==> config.mk <==
export PLATFORM = sky130hd
export DESIGN_NAME = plru_tree
export DESIGN_NICKNAME = d
export VERILOG_FILES = /design/src/rtl/plru_pkg.sv /design/src/rtl/plru_victim_sel.sv /design/src/rtl/plru_tree.sv
export SDC_FILE = /design/constraint.sdc
export NUM_CORES = 1
export LEC_CHECK = 0
export ABC_AREA = 1
export BUFFER_PORTS_ARGS = -buffer_cell sky130_fd_sc_hd__buf_2
export CAP_MARGIN = 20
export CORE_UTILIZATION = 50
export DETAILED_ROUTE_END_ITERATION = 10
export PLACE_DENSITY = 0.78
export SLEW_MARGIN = 20
export SYNTH_ARGS = -nofsm -noshare
export SYNTH_HDL_FRONTEND = slang
export SYNTH_SLANG_ARGS = --single-unit
==> constraint.sdc <==
create_clock -name clk_i -period 9.25 [get_ports clk_i]
set_input_delay 1.3875 -clock clk_i [delete_from_list [all_inputs] [get_ports clk_i]]
set_output_delay 1.3875 -clock clk_i [all_outputs]
set_load 0.03 [all_outputs]
==> src/rtl/plru_pkg.sv <==
// plru_pkg: shared FSM state type and index-width helpers for the tree-PLRU block.
package plru_pkg;

    typedef enum logic [0:0] {
        IDLE  = 1'b0,
        FLUSH = 1'b1
    } state_t;

    // Index width for an n-entry table, never narrower than one bit.
    function automatic int idx_w(input int n);
        return (n > 1) ? $clog2(n) : 1;
    endfunction

    function automatic int cnt_w(input int n);
        return $clog2(n) + 1;
    endfunction

endpackage

==> src/rtl/plru_victim_sel.sv <==
// plru_victim_sel: picks the lowest invalid way, otherwise walks the PLRU tree from the root.
module plru_victim_sel
    import plru_pkg::*;
#(
    parameter int NUM_WAYS = 4,
    localparam int WW = idx_w(NUM_WAYS)
) (
    input  logic [NUM_WAYS-2:0] tree,
    input  logic [NUM_WAYS-1:0] valid,
    output logic [WW-1:0]       way
);

    logic [WW-1:0] walk;
    int            node;

    always_comb begin
        walk = '0;
        node = 0;
        for (int l = 0; l < WW; l++) begin
            walk = (walk << 1) | WW'(tree[node]);
            node = 2 * node + 1 + int'(tree[node]);
        end
        way = walk;
        // Scanning downward lets the lowest invalid way win.
        for (int i = NUM_WAYS - 1; i >= 0; i--) begin
            if (!valid[i]) way = WW'(i);
        end
    end

endmodule

==> src/rtl/plru_tree.sv <==
// plru_tree: per-set tree pseudo-LRU state with registered victim lookup and a one-set-per-cycle flush sweep.
module plru_tree
    import plru_pkg::*;
#(
    parameter int NUM_WAYS = 4,
    parameter int NUM_SETS = 64,
    localparam int WW = idx_w(NUM_WAYS),
    localparam int SW = idx_w(NUM_SETS),
    localparam int CW = cnt_w(NUM_SETS)
) (
    input  logic                clk_i,
    input  logic                rst_i,
    input  logic                access_i,
    input  logic [SW-1:0]       access_set_i,
    input  logic [NUM_WAYS-1:0] hit_vect_i,
    input  logic                victim_req_i,
    input  logic [SW-1:0]       victim_set_i,
    input  logic [NUM_WAYS-1:0] valid_vect_i,
    output logic [WW-1:0]       victim_o,
    output logic                victim_valid_o,
    input  logic                flush_i,
    output logic                busy_o
);

    logic [NUM_WAYS-2:0] tree [NUM_SETS];
    logic [NUM_WAYS-2:0] upd;
    logic [NUM_WAYS-2:0] sel_tree;
    logic [WW-1:0]       hit_way;
    logic [WW-1:0]       sel;
    logic [CW-1:0]       cnt;
    logic                one_hot;
    logic                acc_ok;
    state_t              state;

    assign busy_o   = (state == FLUSH);
    assign one_hot  = (hit_vect_i != '0) && ((hit_vect_i & (hit_vect_i - 1'b1)) == '0);
    assign acc_ok   = access_i && one_hot && !busy_o;
    // Same-set touch and lookup in one cycle see the post-update bits.
    assign sel_tree = (acc_ok && access_set_i == victim_set_i) ? upd : tree[victim_set_i];

    always_comb begin
        hit_way = '0;
        for (int i = 0; i < NUM_WAYS; i++) begin
            if (hit_vect_i[i]) hit_way = WW'(i);
        end
        upd = tree[access_set_i];
        for (int l = 0; l < WW; l++) begin
            upd[(1 << l) - 1 + int'(hit_way >> (WW - l))] = ~hit_way[WW-1-l];
        end
    end

    plru_victim_sel #(.NUM_WAYS(NUM_WAYS)) u_sel (
        .tree  (sel_tree),
        .valid (valid_vect_i),
        .way   (sel)
    );

    always_ff @(posedge clk_i or posedge rst_i) begin
        if (rst_i) begin
            state          <= IDLE;
            cnt            <= '0;
            victim_o       <= '0;
            victim_valid_o <= 1'b0;
            for (int s = 0; s < NUM_SETS; s++) tree[s] <= '0;
        end else begin
            victim_o       <= sel;
            victim_valid_o <= victim_req_i && !busy_o;
            if (state == IDLE) begin
                if (acc_ok) tree[access_set_i] <= upd;
                if (flush_i) begin
                    state <= FLUSH;
                    cnt   <= '0;
                end
            end else begin
                tree[cnt[SW-1:0]] <= '0;
                if (cnt == CW'(NUM_SETS - 1)) begin
                    state <= IDLE;
                    cnt   <= '0;
                end else begin
                    cnt <= cnt + 1'b1;
                end
            end
        end
    end

endmodule

==> reports/metrics.csv, run 1 <==
metric;value;unit
postLayoutCellArea;13500;µm²
overflow;0;
yosysTopAreaCell;dfrtp_1;
worstSetupPathType;input port to flip-flop;
antenna_left;0;
finalNonFillerCells;2103;
grt_pass1_vias;12424;
crit_arrival;5.12;ns
slew_viol_final;0;
fin_nets;1789;
synth_top_area_frac;0.407;
drt_wl_total;49900;µm
synth.avg_cell_area;6.97;µm²
finalHoldViolCount;0;
syn_inst;1789;
place_congestion;1.00;
hold_buffers;0;
grt_pass1_wl;75700;µm
hp-class;flip-flop to flip-flop;
avgViaCountPerCell;6.37;
cts_root_buf;clkbuf_16;
worstSkewPairLatency;0.56;ns
fillCellCount;2372;
synth_ff_type;dfrtp_1;
hp-start;tree[45];
status;complete, no violations;
synth_cell_type_count;47;
p_leak;0.00592;µW
worstMarginPinSlew;1.25;ns
skew;0.0234;ns
dpl-instance-area;12700;µm²
maxCapViolations;0;
peakVddDrop;0.157;mV
rsz0062_at_grt;false;
synth_warnings;0;
ios;29;
clk_pin_slew;0.07;ns
wl_per_cell;23.7;µm
crit_fanout;45;
cts_buffer_depth;3;
max-slew-margin-rel;0.161;
startpoint;access_set_i[0];
post_cts_buffers;0;
ys_async_sr_fraction;1.00;
cts_resized;0;
critPathLaunchType;input port;
min_period;4.70;ns
die_area;25600;µm²
rr_startpoint;cnt[0];
synthTopCellsByArea;dfrtp_1, nand2_1, nand3_1;
drt_iter0_drc;2597;
seq_area_frac_synth;0.407;
core_area;24400;µm²
fp.dieH;160;µm
detailed_place_hpwl;32200;µm
required;9.66;ns
synth_area;12500;µm²
vias;13387;
worst_slack;4.55;ns
period_share;0.509;
hold_depth;2;
dp.cells;2061;
crit_path_end_kind;flip-flop;
syn_nets;1815;
fin_tns_setup;0;ns
yosysMostFrequentCell;nand2_1;
p_per_area;181;nW/µm²
drc;0;
ys_top_cells_by_count;nand2_1, nand3_1, dfrtp_1;
whs;0.483;ns
portBuffers;28;
synth_edf_count;0;
ys_seq_elements;203;
drive_above_1_share;0.0866;
cts_sinks;203;
r2r_slack;5.76;ns
start_util;0.512;
cts_buffers;24;
grt_max_degree;98;
worst-r2r-cell-count;5;
dp_slack;4.16;ns
clock.fmax;213;MHz
synthToLayoutAreaGrowth;8.17;%
antenna_found_initial;1;
h-tree-depth;1;
floorplan.rows;57;
grt_usage;0.389;
finalSetupViolations;0;
cts_tree;yes;
die_w;160;µm
drt-pass1-iter-count;8;
worst max-delay path, stage by stage:
cell and delay (ns):
buf_2 0.54, inv_4 0.42, nand2_4 0.29, inv_2 0.20
a21oi_1 0.22, nand3_1 0.15, a21oi_1 0.20, nand3_2 0.13
nand2_2 0.52, buf_4 0.51, inv_1 0.17, nand3_2 0.19
o22ai_1 0.11
placed cells by master, fill, tap and decap left out, types with 3 or more instances in the layout:
cell type  count
o22ai_2        6
nor2_4         5
o21a_1         3
nand2_1      632
o32ai_1        8
a32o_1         4
clkbuf_8       6
clkbuf_16     24
nor2_1        68
nor3_2         3
o21ai_1       30
dfrtp_1      202
nand2_2        6
inv_1        148
or2_0          3
buf_2         27
o21ai_0      136
nor2_2         9
nand3_1      226
nor3_1        11
or2_2         15
o211ai_1      10
inv_2         13
clkbuf_1       3
o41ai_1        4
o31ai_1       22
a32oi_1       18
bufinv_16      3
buf_4         19
a31oi_1        8
o22ai_1       47
a21oi_1       28
per-stage QoR:
step / power, µW / util
3_5_place_dp: 1410 / 0.519
2_1_floorplan: 1220 / -
4_1_cts: 2400 / 0.553
6_report: 2440 / 0.553
5_1_grt: 2490 / 0.553
3_3_place_gp: 1400 / 0.519
power by group:
part	switching [µW]	leakage, µW	internal (µW)	total [µW]
clock	405	0.000404	607	1010
sequential	36.5	0.00282	908	945
combinational	388	0.00270	97.2	486
cell families (layout without fill, tap and decap cells):
group / after synthesis / in the layout / synth area share
compound gates: 329 / 329 / 0.160
xor+xnor: 2 / 2 / 0.00140
fa+ha+maj: 1 / 1 / 0.00100
buf+inv: 265 / 254 / 0.0938
flops: 203 / 203 / 0.407
other cells: 0 / 1 / 0
simple gates: 989 / 989 / 0.337
final timing paths:
| kind | to |
|---|---|
| worst max-delay path | tree[74] |
| worst min-delay path | tree[45] |
| worst max register to register | tree[162] |
| worst min register to register | tree[45] |
| max in group asynchronous | tree[45] |
| min in group asynchronous | tree[78] |
final cells by class:
cell class                 count  area [µm²]  area share
antenna                        1        2.50    0.000185
clock inverter                 8         133     0.00983
inverter                     166         636      0.0471
clock buffer                  33         694      0.0514
tap                          324         405      0.0300
sequential                   203        5080       0.376
timing repair buffer          47         289      0.0214
multi-input combinational   1321        6260       0.464
state kept, by name, indices dropped and copies added, names as in the netlist:
register        count
busy_o              1
victim_o            2
victim_valid_o      1
tree              192
cnt                 7
per-layer routing:
layer | vias to the layer above | share of wire | track usage
met2 | 1093 | 0.41 | 0.542
met4 | 2 | 0.061 | 0.223
met5 | - | 0.00022 | 0
met3 | 226 | 0.15 | 0.119
li1 | 5877 | - | -
met1 | 6189 | 0.38 | 0.534
(Power assumes the default switching activity.)
==> run 2: changes to the inputs <==
--- a/config.mk
+++ b/config.mk
@@ -10,7 +10,7 @@
 export CAP_MARGIN = 20
 export CORE_UTILIZATION = 50
 export DETAILED_ROUTE_END_ITERATION = 10
-export PLACE_DENSITY = 0.78
+export PLACE_DENSITY = 0.81
 export SLEW_MARGIN = 20
 export SYNTH_ARGS = -nofsm -noshare
 export SYNTH_HDL_FRONTEND = slang
==> constraint.sdc (replaced) <==
create_clock -name clk_i -period 3.8 [get_ports clk_i]
set_input_delay 0.57 -clock clk_i [delete_from_list [all_inputs] [get_ports clk_i]]
set_output_delay 0.57 -clock clk_i [all_outputs]
set_load 0.03 [all_outputs]
==> run 2 against run 1 <==
  * First-iteration DRC count is 8.8% lower
  * Register-to-register slack worse by 4.8 ns
  * Largest cell class unchanged
  * Sequential cell count unchanged
  * Routed wire length down 0.66%
  * Die area is the same
  * Hold slack got worse by 0.30 ns
  * Clock power grew 130%
  * Worst setup slack got worse by 3.8 ns
  * Via count is 2.2% higher
==> reports/metrics.csv, run 2 (synthesized netlist as in run 1, its figures left out) <==
metric;value;unit
drc;0;
portBuffers;28;
detailed_place_hpwl;32600;µm
antenna_left;0;
maxCapViolations;0;
regArea;5080;µm²
largest_reg_flops;192;
floorplan.rows;57;
synthToLayoutAreaGrowth;9.60;%
cts_resized;0;
critPathLaunchType;input port;
clock.fmax;331;MHz
final_common_cell;nand2_1;
p_per_area;427;nW/µm²
drt_wl_total;49600;µm
clkPwrFrac;0.405;
top_register;tree;
crit_arrival;3.46;ns
peakVddDrop;0.259;mV
dpl-instance-area;12900;µm²
wl_per_cell;23.3;µm
cts_root_buf;clkbuf_16;
crit_path_end_kind;flip-flop;
required;4.24;ns
status;complete, no violations;
start_util;0.512;
grt_usage;0.389;
reg_top3;tree (192), cnt (7), victim_o (2);
cts_buffer_depth;3;
overflow;0;
switching_share;0.333;
cts_sinks;203;
fillCellCount;2300;
finalSetupViolations;0;
layout_common_cells;nand2_1, nand3_1, dfrtp_1;
finalHoldViolCount;0;
fin_tns_setup;0;ns
rsz0062_at_grt;false;
grt_pass1_vias;12924;
clk_pin_slew;0.07;ns
vias;13678;
comb_power_share;0.202;
postLayoutCellArea;13700;µm²
slew_viol_final;0;
internal-power;3890;µW
grt_pass1_wl;76300;µm
grt_max_degree;91;
multi_input_area;6230;µm²
worstSetupPathType;input port to flip-flop;
ios;29;
power.switching;1940;µW
h-tree-depth;1;
min_period;3.02;ns
die_area;25600;µm²
drive_above_1_share;0.0976;
core_area;24400;µm²
worstMarginPinSlew;1.25;ns
p_leak;0.00605;µW
crit_fanout;20;
post_cts_buffers;0;
avgViaCountPerCell;6.42;
period_share;0.795;
fin_nets;1818;
die_w;160;µm
finalNonFillerCells;2129;
cts_buffers;23;
drt_iter0_drc;2368;
skew;0.0182;ns
hold_buffers;0;
antenna_found_initial;2;
p_seq_frac;0.393;
hp-class;input port to async pin;
fp.dieH;160;µm
place_congestion;1.06;
cts_tree;yes;
dp.cells;2091;
max-slew-margin-rel;0.165;
drt-pass1-iter-count;6;
worstSkewPairLatency;0.54;ns
==> run 2: final timing paths <==
path                            slack (ns)  cells after the start           to       startpoint
worst max-delay path                  0.78                     10    tree[111]  access_set_i[1]
worst min-delay path                  0.18                      2    tree[147]            rst_i
worst max register to register        1.01                      8      tree[1]           cnt[0]
worst min register to register        0.49                      2     tree[99]         tree[99]
max in group asynchronous             2.70                      3    tree[131]            rst_i
min in group clk_i                    0.22                      2  victim_o[0]  valid_vect_i[1]
==> run 2: layout make-up <==
| type | count | share of cell area |
|---|---|---|
| Sequential cell | 203 | 0.372 |
| Multi-Input combinational cell | 1321 | 0.456 |
| Tap cell | 324 | 0.0296 |
| Clock inverter | 6 | 0.00787 |
| Clock buffer | 31 | 0.0487 |
| Antenna cell | 1 | 0.000183 |
| Inverter | 166 | 0.0462 |
| Timing Repair Buffer | 77 | 0.0401 |
==> run 2: worst max-delay path, stage by stage <==
cell and delay (ns):
buf_2 0.39, inv_2 0.30, nor2_4 0.42, inv_1 0.13, nor2_1 0.11, inv_1 0.07
nor2_1 0.46, buf_4 0.31, nand2_1 0.38, o21ai_0 0.30
==> run 2: metrics by stage <==
stage | power (µW) | setup slack, ns | hold slack [ns] | utilization
3_3_place_gp | 3420 | 0.506 | 0.466 | 0.529
3_5_place_dp | 3420 | 0.460 | 0.474 | 0.529
6_report | 5830 | 0.779 | 0.179 | 0.561
5_1_grt | 5950 | 0.676 | 0.240 | 0.561
2_1_floorplan | 2980 | 0.600 | 0.452 | -
4_1_cts | 5740 | 1.00 | 0.217 | 0.561
==> run 2: power by group through the flow <==
| stage | clock network [µW] | registers (µW) | logic, µW |
|---|---|---|---|
| floorplan | 0 | 2300 | 675 |
| global placement | 0 | 2320 | 1090 |
| detailed placement | 0 | 2320 | 1100 |
| CTS | 2340 | 2290 | 1110 |
| global route | 2430 | 2290 | 1220 |
| finish | 2360 | 2290 | 1180 |
==> run 2: metal layers <==
metal | vias up | GRT usage | share of wire
met4 | 2 | 0.215 | 0.062
met1 | 6317 | 0.512 | 0.37
met3 | 247 | 0.122 | 0.15
met2 | 1193 | 0.570 | 0.42
met5 | - | 0 | 0.00026
li1 | 5919 | - | -
